File: config.mk
export PLATFORM = sky130hd
export DESIGN_NAME = traffic_light_sequencer
export DESIGN_NICKNAME = d
export VERILOG_FILES = /design/src/rtl/traffic_light_sequencer.sv
export SDC_FILE = /design/constraint.sdc
export NUM_CORES = 1
export LEC_CHECK = 0
export CAP_MARGIN = 20
export CORE_MARGIN = 2
export CORE_UTILIZATION = 63
export DETAILED_ROUTE_END_ITERATION = 8
export DONT_BUFFER_PORTS = 1
export PLACE_DENSITY = 0.79
export SYNTH_ARGS = -nofsm -noshare
export SYNTH_HDL_FRONTEND = slang
export SYNTH_SLANG_ARGS = --single-unit
File: constraint.sdc
create_clock -name clk -period 2.4 [get_ports clk]
set_input_delay 0.48 -clock clk [delete_from_list [all_inputs] [get_ports clk]]
set_output_delay 0.48 -clock clk [all_outputs]
set_load 0.05 [all_outputs]
File: src/rtl/traffic_light_sequencer.sv
// Two-road intersection sequencer: NS/EW green-yellow-all-red cycle, night-mode
// flashing yellow, one-second prescaler and a two-digit BCD countdown display.
module traffic_light_sequencer #(
   parameter int unsigned TICK_DIV = 50_000_000,
   parameter int unsigned GREEN_S  = 25,
   parameter int unsigned YELLOW_S = 3,
   parameter int unsigned ALLRED_S = 2
) (
   input  logic       clk,
   input  logic       rst_n,
   input  logic       enable,
   input  logic       night_mode,
   output logic [2:0] ns_light,
   output logic [2:0] ew_light,
   output logic [3:0] tens,
   output logic [3:0] ones,
   output logic       blank,
   output logic [2:0] phase
);

   localparam int unsigned PW = (TICK_DIV > 1) ? $clog2(TICK_DIV) : 1;
   localparam logic [PW-1:0] PRESC_LAST = PW'(TICK_DIV - 1);

   typedef enum logic [2:0] {
      NS_G  = 3'd0,
      NS_Y  = 3'd1,
      RED_A = 3'd2,
      EW_G  = 3'd3,
      EW_Y  = 3'd4,
      RED_B = 3'd5,
      FLASH = 3'd6
   } state_t;

   localparam logic [2:0] RED    = 3'b100;
   localparam logic [2:0] YELLOW = 3'b010;
   localparam logic [2:0] GREEN  = 3'b001;

   function automatic logic [7:0] to_bcd(input int unsigned v);
      return {4'(v / 10), 4'(v % 10)};
   endfunction

   // FLASH shows no countdown, so its load value is 00.
   function automatic logic [7:0] duration_bcd(input state_t s);
      case (s)
         NS_G, EW_G:   return to_bcd(GREEN_S);
         NS_Y, EW_Y:   return to_bcd(YELLOW_S);
         RED_A, RED_B: return to_bcd(ALLRED_S);
         default:      return 8'h00;
      endcase
   endfunction

   state_t        state_q, state_n;
   logic [3:0]    tens_q, ones_q, tens_n, ones_n;
   logic [PW-1:0] presc_q;
   logic          f_q, f_n;
   logic          tick;

   assign tick = enable && (presc_q == PRESC_LAST);

   always_ff @(posedge clk or negedge rst_n) begin
      if (!rst_n) begin
         presc_q <= '0;
      end else if (enable) begin
         presc_q <= tick ? '0 : presc_q + 1'b1;
      end
   end

   always_ff @(posedge clk or negedge rst_n) begin
      if (!rst_n) begin
         state_q <= RED_B;
         {tens_q, ones_q} <= to_bcd(ALLRED_S);
         f_q <= 1'b0;
      end else begin
         state_q <= state_n;
         tens_q  <= tens_n;
         ones_q  <= ones_n;
         f_q     <= f_n;
      end
   end

   always_comb begin
      state_n = state_q;
      tens_n  = tens_q;
      ones_n  = ones_q;
      f_n     = f_q;
      if (tick) begin
         if (state_q == FLASH) begin
            if (!night_mode) begin
               state_n = RED_B;
               f_n     = 1'b0;
               {tens_n, ones_n} = duration_bcd(RED_B);
            end else begin
               f_n = ~f_q;
            end
         end else if (tens_q == 4'd0 && ones_q == 4'd1) begin
            // Night mode is only honoured at the end of an all-red clearance.
            case (state_q)
               NS_G:    state_n = NS_Y;
               NS_Y:    state_n = RED_A;
               RED_A:   state_n = night_mode ? FLASH : EW_G;
               EW_G:    state_n = EW_Y;
               EW_Y:    state_n = RED_B;
               RED_B:   state_n = night_mode ? FLASH : NS_G;
               default: state_n = RED_B;
            endcase
            f_n = (state_n == FLASH);
            {tens_n, ones_n} = duration_bcd(state_n);
         end else if (ones_q == 4'd0) begin
            ones_n = 4'd9;
            tens_n = tens_q - 4'd1;
         end else begin
            ones_n = ones_q - 4'd1;
         end
      end
   end

   always_comb begin
      ns_light = RED;
      ew_light = RED;
      case (state_q)
         NS_G:    ns_light = GREEN;
         NS_Y:    ns_light = YELLOW;
         EW_G:    ew_light = GREEN;
         EW_Y:    ew_light = YELLOW;
         FLASH: begin
            ns_light = {1'b0, f_q, 1'b0};
            ew_light = {1'b0, f_q, 1'b0};
         end
         default: ;
      endcase
   end

   assign tens  = tens_q;
   assign ones  = ones_q;
   assign blank = (state_q == FLASH);
   assign phase = state_q;

endmodule

[After elaboration in Yosys (flattened, before gate mapping)]
Index checks and enable logic that the tools add are counted.
Word-level totals
  flip-flop bits (word level): 38
  input port bits: 4
  output and inout bits: 18
  word-level logic and storage cells: 63
Operators by class
  $add $sub $neg: 3
  equality and inequality tests: 15
  muxes and demuxes: 24
  bitwise operators: 1
  reductions and logical operators: 15
Operators by type and width (number)
  $mux W4: 8
  $add A26 B1 Y26 const B: 1
  $eq A26 B26 Y1 const B: 1
  $mux W26: 1
  $mux W3: 8
  $eq A3 B3 Y1 const B: 6
  $pmux W3 S3: 2
  $pmux W6 S3: 1
  $pmux W3 S5: 1
  $eq A3 B2 Y1 const B: 4
  $logic_not A4 Y1: 2
  $sub A4 B1 Y4 const B: 2
  $eq A3 B1 Y1 const B: 2
  $logic_not A3 Y1: 2
  $reduce_and A3 Y1: 2
  $reduce_or A2 Y1: 3
  $eq A4 B1 Y1 const B: 1
  $reduce_and A2 Y1: 2
  $mux W1: 3
  $reduce_bool A3 Y1: 1
  $logic_and A1 B1 Y1: 2
  $ne A2 B2 Y1 const B: 1
  $reduce_bool A2 Y1: 1
  $not A1 Y1: 1

[Logic depth before layout (Yosys ltp)]
Gate-level depths: netlist of run 1.
  word-level depth: 10
  gate-level depth with buffers: 8
  depth with buffers taken out: 7

[Worst setup path before layout of run 1]
OpenSTA, ideal clock, no wires.
  kind: register to output
  start point: reg state_q[0] (netlist: phase[0])
  end point: out ew_light[2]
  arrival time: 2.206 ns
  required time: 1.920 ns
  path slack: -0.286 ns
  stages on the path, launching flop included: 5
  path buffers: 1
  cell sequence: dfstp_2 clkbuf_1 nand2b_1 nor2_1 nor2_1
Between the ends
  cells in the longest elaborated chain, start to end: 2
  elaborated cells between the ends (all ways): 4
  classes of those cells: eq/ne: 3; mux: 1
RTL lines
  start, declared: line 52  | state_t state_q, state_n;
  start signal, assigned: line 74  | state_q <= state_n;
  $eq A3 B3 Y1 / $eq A3 B2 Y1 (equally long branches): line 120  | case (state_q)
  $pmux W3 S3 (*): line 120
  end, declared: line 14  | output logic [2:0] ew_light,
Mark *: on every way between the ends. The rest lies on a longest branch, timed or not.

[Final worst setup path of run 1]
  start point: reg state_q[0] (netlist: phase[0])
  end point: out ns_light[2]
Between the ends
  cells in the longest elaborated chain, start to end: 2
  elaborated cells between the ends (all ways): 4
  classes of those cells: eq/ne: 2; mux: 1; reduce/logical: 1
RTL lines
  $eq A3 B3 Y1, or another cell as far along: line 120
  $pmux W3 S3 (*): line 120
  end, declared: line 13  | output logic [2:0] ns_light,
Marks and branches as above.

==> impl_metrics.toml, run 1 <==
[outcome]
run_status = "finished clean"

[yosys]
synth-adder-area-share_pct = 1.65
synth.ff_latch_count = 38
combinational_family_with_the_most_area_after_synthesis = "simple AND/OR/NAND/NOR gates"
synth_edf_count = 0
synth-compound-area-share_pct = 13.9
ys_types = 59
synth_nets = 251
synth_simple_gate_area_share_pct = 27.3
post_synth_instance_area_um2 = 2270
seq_area_frac_synth_pct = 42.0
synthesis.yosys.warnings = 0
xor_xnor_share_of_the_synthesized_area_pct = 7.70
synth_ff_type = "dfrtp_1"
syn_area_per_cell_um2 = 9.32
netlist_instances = 244
muxShareOfSynthArea_pct = 1.16
proportion_of_register_bits_with_asynchronous_set_or_reset_after_synthesis_pct = 100

[routing]
drc_errors = 0
post_drt_wl_per_cell_um = 15.1
routed-via-count = 1871
drt_wl_total_um = 4650
final_antenna_net_count = 0
detail_route.iter0.violations = 137
viasPerCell = 6.07
drt_pass1_iterations = 4

[global_route]
global_route_wire_length_before_repair_um = 8200
grt_start_max_net_pins = 39
grt.overflow.total = 0
grt.total_usage_pct = 25.3
number_of_global_route_vias_before_repair = 1797
grt_antenna_before_repair = 0

[sta]
whs_ns = 0.268
layout_min_cycle_time_ns = 2.26
finClkSkew_ns = 0.0101
grt_setup_unrepaired = "no"
timing.final.hold_violations = 0
fmax_mhz = 442
drv_slew = 0
max_slew_margin_pct = 63.8
timing.final.setup_violations = 0
worstMarginPinSlew_ns = 0.543
fin_crit_sh_pct = 94.3

[placed_design]
gp_congestion = 0.938
place.detailed.hpwl_um = 3340
detailed_place.area_um2 = 2400
place.port_buffers = 0

[power_and_ir_drop]
power.share.combinational_pct = 12.3
power.share.clock_pct = 25.8
switchingPower_mw = 0.340
intPower_mw = 0.883
net_switching_fraction_of_the_power_pct = 27.8
power.leakage_nw = 1.06
power.density_nw_per_um2 = 492
vdd_ir_drop_max_uv = 428
seq_power_share_pct = 61.9

[clock_network]
cts_buffer_depth = 2
h_tree_lvls = 2
clock_tree.root_cell = "clkbuf_4"
postCtsSetupRepairBufs = 0
cts_inserted_buffers = 5
worstSkewPairLatency_ns = 0.34
clock_sink_count = 38
tritoncts = "done"
clkTransAtPathRegs_ns = 0.10

[cells_and_area]
syn_to_final_growth_pct = 9.30
layout-drive-gt1-share_pct = 17.2
antennaDiodeCount = 0
final_net_count = 268
stdcell_area_um2 = 2490

[setup_path]
r2r-start = "presc_q[11]"
critical_path.top_delay_family = "simple AND/OR/NAND/NOR gates"
rr_endpoint = "tens[3]"
end_kind = "primary output"
critical_path.cell_chain = "and3b_1 > buf_4 > nor2_2"
reg2regPathDepth = 5
setup.worst_path.start_class = "flip-flop"
timing.reg2reg.setup_slack_ns = 0.25
crit_path_top_delay_cell = "dfstp_2"
crit_fanout = 6
critPathMaxStageDelay_ns = 0.54
data_required_critical_path_ns = 1.92
worstPathBufferInverterCount = 1
crit_type = "reg -> out"
critPathArrivalTime_ns = 1.78

[min_path]
hold_path.class = "in -> reg"
min-delay-start = "enable"
hold-path-endpoint = "presc_q[1]"
whs_path_depth = 1

[floorplan]
floorplan.die.height_um = 64.1
io_pins = 22
start_util_pct = 67.1
dieWidth_um = 64.1
core-area_um2 = 3390
total_die_area_um2 = 4110
std_cell_rows = 21

[run]
maxCapViolations = 0
## placed cells by master, fill, tap and decap left out, drive strengths merged, types with 2 or more instances in the layout
| cell type | n |
|---|---|
| or2 | 2 |
| mux2 | 2 |
| or3 | 2 |
| nand2 | 21 |
| xnor2 | 15 |
| nand2b | 3 |
| o221ai | 2 |
| o41ai | 2 |
| xor2 | 5 |
| nor2b | 2 |
| inv | 11 |
| and3 | 2 |
| nor3 | 10 |
| a21oi | 5 |
| or4 | 2 |
| and4 | 3 |
| o311ai | 2 |
| clkbuf | 8 |
| dfrtp | 35 |
| nor2 | 25 |
| nand3 | 17 |
| a21o | 3 |
| a31oi | 2 |
| dfstp | 3 |
| buf | 22 |
| o211ai | 4 |
| o21ai | 10 |
| o31ai | 4 |
| and2 | 2 |
| nor4 | 6 |
| nand4 | 11 |
| ha | 3 |
## cells by family (layout without fill, tap and decap cells)
| group | after synthesis | in the layout |
|---|---|---|
| AO/OA/AOI/OAI | 44 | 44 |
| XOR/XNOR | 20 | 20 |
| adder cells (fa/ha/maj) | 3 | 3 |
| AND/OR/NAND/NOR | 113 | 113 |
| multiplexers | 2 | 2 |
| buffers and inverters | 24 | 42 |
| flip-flops | 38 | 38 |
## cell type report
class	instances	area, um2
Tap cell	46	57.6
Multi-Input combinational cell	182	1180
Clock buffer	8	48.8
Sequential cell	38	955
Timing Repair Buffer	23	200
Inverter	11	41.3
Fill cell	251	903
## worst reg2reg max path, cell delays in order, from the launching register on
cell and delay [ns]:
dfrtp_1 0.44, or4b_4 0.54, nor4_4 0.34, o2111ai_1 0.28
or3_1 0.41, nand3_1 0.09
## cells in the mapped netlist (3+ instances only)
cell | count | area, um2
nor3_1 | 10 | 50.1
nand3_1 | 16 | 80.1
a21o_1 | 3 | 22.5
inv_1 | 11 | 41.3
xor2_1 | 5 | 43.8
clkbuf_1 | 7 | 26.3
o31ai_1 | 4 | 30.0
o21ai_0 | 6 | 30.0
xnor2_1 | 15 | 131
nor2_1 | 25 | 93.8
dfstp_2 | 3 | 78.8
nand4_1 | 11 | 68.8
o211ai_1 | 4 | 30.0
nand2b_1 | 3 | 18.8
o21ai_1 | 4 | 20.0
a21oi_1 | 5 | 25.0
ha_1 | 3 | 37.5
dfrtp_1 | 35 | 876
nand2_1 | 21 | 78.8
nor4_1 | 4 | 25.0
## per-layer routing
metal	routed length, um	part of all wire [%]	GRT usage [%]
met1	2130	46	33.9
met2	2260	49	41.0
met3	196	4.2	5.46
met5	0	0	0
met4	67	1.4	8.24
## sequential cells by signal, indices dropped and copies added, names as in the netlist
| name | flops |
|---|---|
| presc_q | 26 |
| f_q | 1 |
| phase | 3 |
| ones | 4 |
| tens | 4 |
## metrics by stage
step	worst slack [ns]	instances	total power, mW	util [%]	setup TNS [ns]
global route	0.0110	308	1.29	73.3	0
detailed placement	0.242	298	0.897	70.9	0
CTS	0.121	308	1.23	73.3	0
global placement	0.304	298	0.890	70.9	0
floorplan	-0.0624	244	0.874	-	-0.0921
finish	0.138	308	1.22	73.3	0
## worst max-delay path by stage
stage / endpoint / startpoint / cells after the start
after floorplan: ew_light[2] / phase[2] / 4
after global placement: phase[2] / presc_q[11] / 5
after detailed placement: phase[2] / presc_q[11] / 5
after CTS: ns_light[2] / phase[0] / 3
after global routing: tens[3] / presc_q[0] / 6
final: ns_light[2] / phase[0] / 3
## power by group through the flow
stage	Clock (mW)	Sequential, mW	Combinational, mW
floorplan	0	0.753	0.121
global placement	0	0.763	0.127
detailed placement	0	0.767	0.130
CTS	0.324	0.756	0.153
global route	0.344	0.771	0.172
finish	0.316	0.757	0.150
## timing repair
item                       CTS  global route
hold endpoints to repair    38             0
hold buffers                 2             0
setup endpoints to repair    0             1
gates resized for setup      0             1
(Power assumes the default switching activity.)
==> run 2: changes to the inputs <==
--- a/config.mk
+++ b/config.mk
@@ -5,9 +5,10 @@
 export SDC_FILE = /design/constraint.sdc
 export NUM_CORES = 1
 export LEC_CHECK = 0
-export CAP_MARGIN = 20
+export CAP_MARGIN = 10
 export CORE_MARGIN = 2
 export CORE_UTILIZATION = 63
+export CTS_BUF_LIST = sky130_fd_sc_hd__clkbuf_16
 export DETAILED_ROUTE_END_ITERATION = 8
 export DONT_BUFFER_PORTS = 1
 export PLACE_DENSITY = 0.79
==> run 2 against run 1 <==
Effect of this change: cell count down 0.32%; first-iteration DRC count up 7.3%; clock skew down 0.0067 ns; die area unchanged; power up 23%; sequential share of layout area down 1.2 points; count of clock-buffer cells in the layout down 3; critical path depth unchanged; final area up 3.1%; sequential power about the same; utilization up 2.3 points; critical endpoint unchanged; highest routed layer unchanged.
==> impl_metrics.toml, run 2 (synthesis gave the netlist of run 1 again) <==
[placed_design]
gp_congestion = 0.938
place.port_buffers = 0
place.detailed.hpwl_um = 3340
pre_cts_ws_ns = 0.242
detailed_place.area_um2 = 2400

[min_path]
hold_path.class = "in -> async"

[cells_and_area]
mostFrequentLayoutCells = "dfrtp_1 (35), nor2_1 (23), nand2_1 (20), buf_4 (20), nand3_1 (16)"
stdcell_area_um2 = 2560
fill_cells = 234
final_core_utilization_pct = 75.6
syn_to_final_growth_pct = 12.7
layout.area.seq_um2 = 955
largest_reg_flops = 26
final_common_cell = "dfrtp_1"
layout-drive-gt1-share_pct = 17.2
multi_input_comb_area_um2 = 1180
largest-register = "presc_q"
antennaDiodeCount = 0
final_net_count = 267

[floorplan]
floorplan.die.height_um = 64.1
io_pins = 22
total_die_area_um2 = 4110
std_cell_rows = 21
dieWidth_um = 64.1
start_util_pct = 67.1
core-area_um2 = 3390

[clock_network]
clock_sink_count = 38
postCtsSetupRepairBufs = 0
clkTransAtPathRegs_ns = 0.05
cts_buffer_depth = 2
h_tree_lvls = 2
tritoncts = "done"
clock_tree.root_cell = "clkbuf_16"
cts_inserted_buffers = 5
worstSkewPairLatency_ns = 0.28

[routing]
drt_wl_total_um = 4710
route.met2.wl_um = 2310
detail_route.wirelength.met1_um = 2140
final_antenna_net_count = 0
met3_length_um = 182
viasPerCell = 6.15
drt_pass1_iterations = 5
detail_route.iter0.violations = 147
post_drt_wl_per_cell_um = 15.3
routed-via-count = 1888
topRoutingLayerUsed = "met4"
drc_errors = 0

[sta]
max_slew_margin_pct = 63.8
setup_total_negative_slack_ns = 0
fmax_mhz = 458
layout_min_cycle_time_ns = 2.18
timing.final.setup_violations = 0
whs_ns = 0.0298
postLayoutSetupSlackWorst_ns = 0.216
drv_slew = 0
finClkSkew_ns = 0.00336
fin_crit_sh_pct = 91.0
grt_setup_unrepaired = "no"
worstMarginPinSlew_ns = 0.543
timing.final.hold_violations = 0

[global_route]
grt_start_max_net_pins = 36
grt_antenna_before_repair = 0
grt.overflow.total = 0
number_of_global_route_vias_before_repair = 1800
grt.total_usage_pct = 25.7
global_route_wire_length_before_repair_um = 8210

[setup_path]
end_kind = "primary output"
crit_fanout = 6
setup.worst_path.start_class = "flip-flop"
critPathArrivalTime_ns = 1.70
crit_type = "reg -> out"
data_required_critical_path_ns = 1.92

[outcome]
run_status = "finished clean"

[run]
maxCapViolations = 0

[power_and_ir_drop]
vdd_ir_drop_max_uv = 493
power.density_nw_per_um2 = 588
power.leakage_nw = 1.10
[run 2: cell types whose count changed in the layout (fill, tap and decap cells not counted)]
cell	change
clkbuf_16	+5
clkbuf_1	-3
inv_1	+3
clkbuf_4	-5
dlygate4sd3_1	-1
[run 2: metal layers]
| layer | track usage (%) | up-vias |
|---|---|---|
| met5 | 0 | - |
| met4 | 9.57 | 0 |
| met3 | 5.28 | 9 |
| met2 | 41.8 | 44 |
| met1 | 34.0 | 913 |
| li1 | - | 922 |
[run 2: layout make-up]
cell class | count | share of cell area [%]
clock buffers | 5 | 4.88
clock inverters | 3 | 0.439
inverters | 11 | 1.61
multi-input cells | 182 | 46.2
flip-flops and latches | 38 | 37.2
well taps | 46 | 2.24
repair buffers | 22 | 7.42
[run 2: report_power, final]
part | leakage, nW | total, mW | switching, mW | internal (mW)
logic | 0.536 | 0.147 | 0.0745 | 0.0723
clock network | 0.0776 | 0.603 | 0.230 | 0.373
registers | 0.489 | 0.759 | 0.0638 | 0.695
[run 2: final timing paths]
check / from / to / slack [ns] / cells after the start
worst max-delay path: phase[0] / ns_light[2] / 0.22 / 3
worst min-delay path: rst_n / presc_q[4] / 0.03 / 1
worst max register to register: presc_q[11] / tens[1] / 0.27 / 5
worst min register to register: presc_q[24] / presc_q[24] / 0.50 / 1
max in group asynchronous: rst_n / tens[1] / 2.19 / 1
min in group clk: enable / presc_q[1] / 0.31 / 1
[run 2: stage by stage]
step	power [mW]	std cells
after floorplan	0.874	244
final	1.51	307
after global placement	0.890	298
after global routing	1.57	307
after detailed placement	0.897	298
after CTS	1.52	307
[run 2: critical path: stages (launching register included)]
cell and delay [ns]:
dfstp_2 0.52, and3b_1 0.24, buf_4 0.22, nor2_2 0.44
[run 2: what timing repair did]
| action | in CTS | in global routing |
|---|---|---|
| resized for setup | 0 | 1 |
| hold buffers | 1 | 0 |
| setup endpoints to repair | 0 | 1 |
| hold endpoints to repair | 35 | 0 |
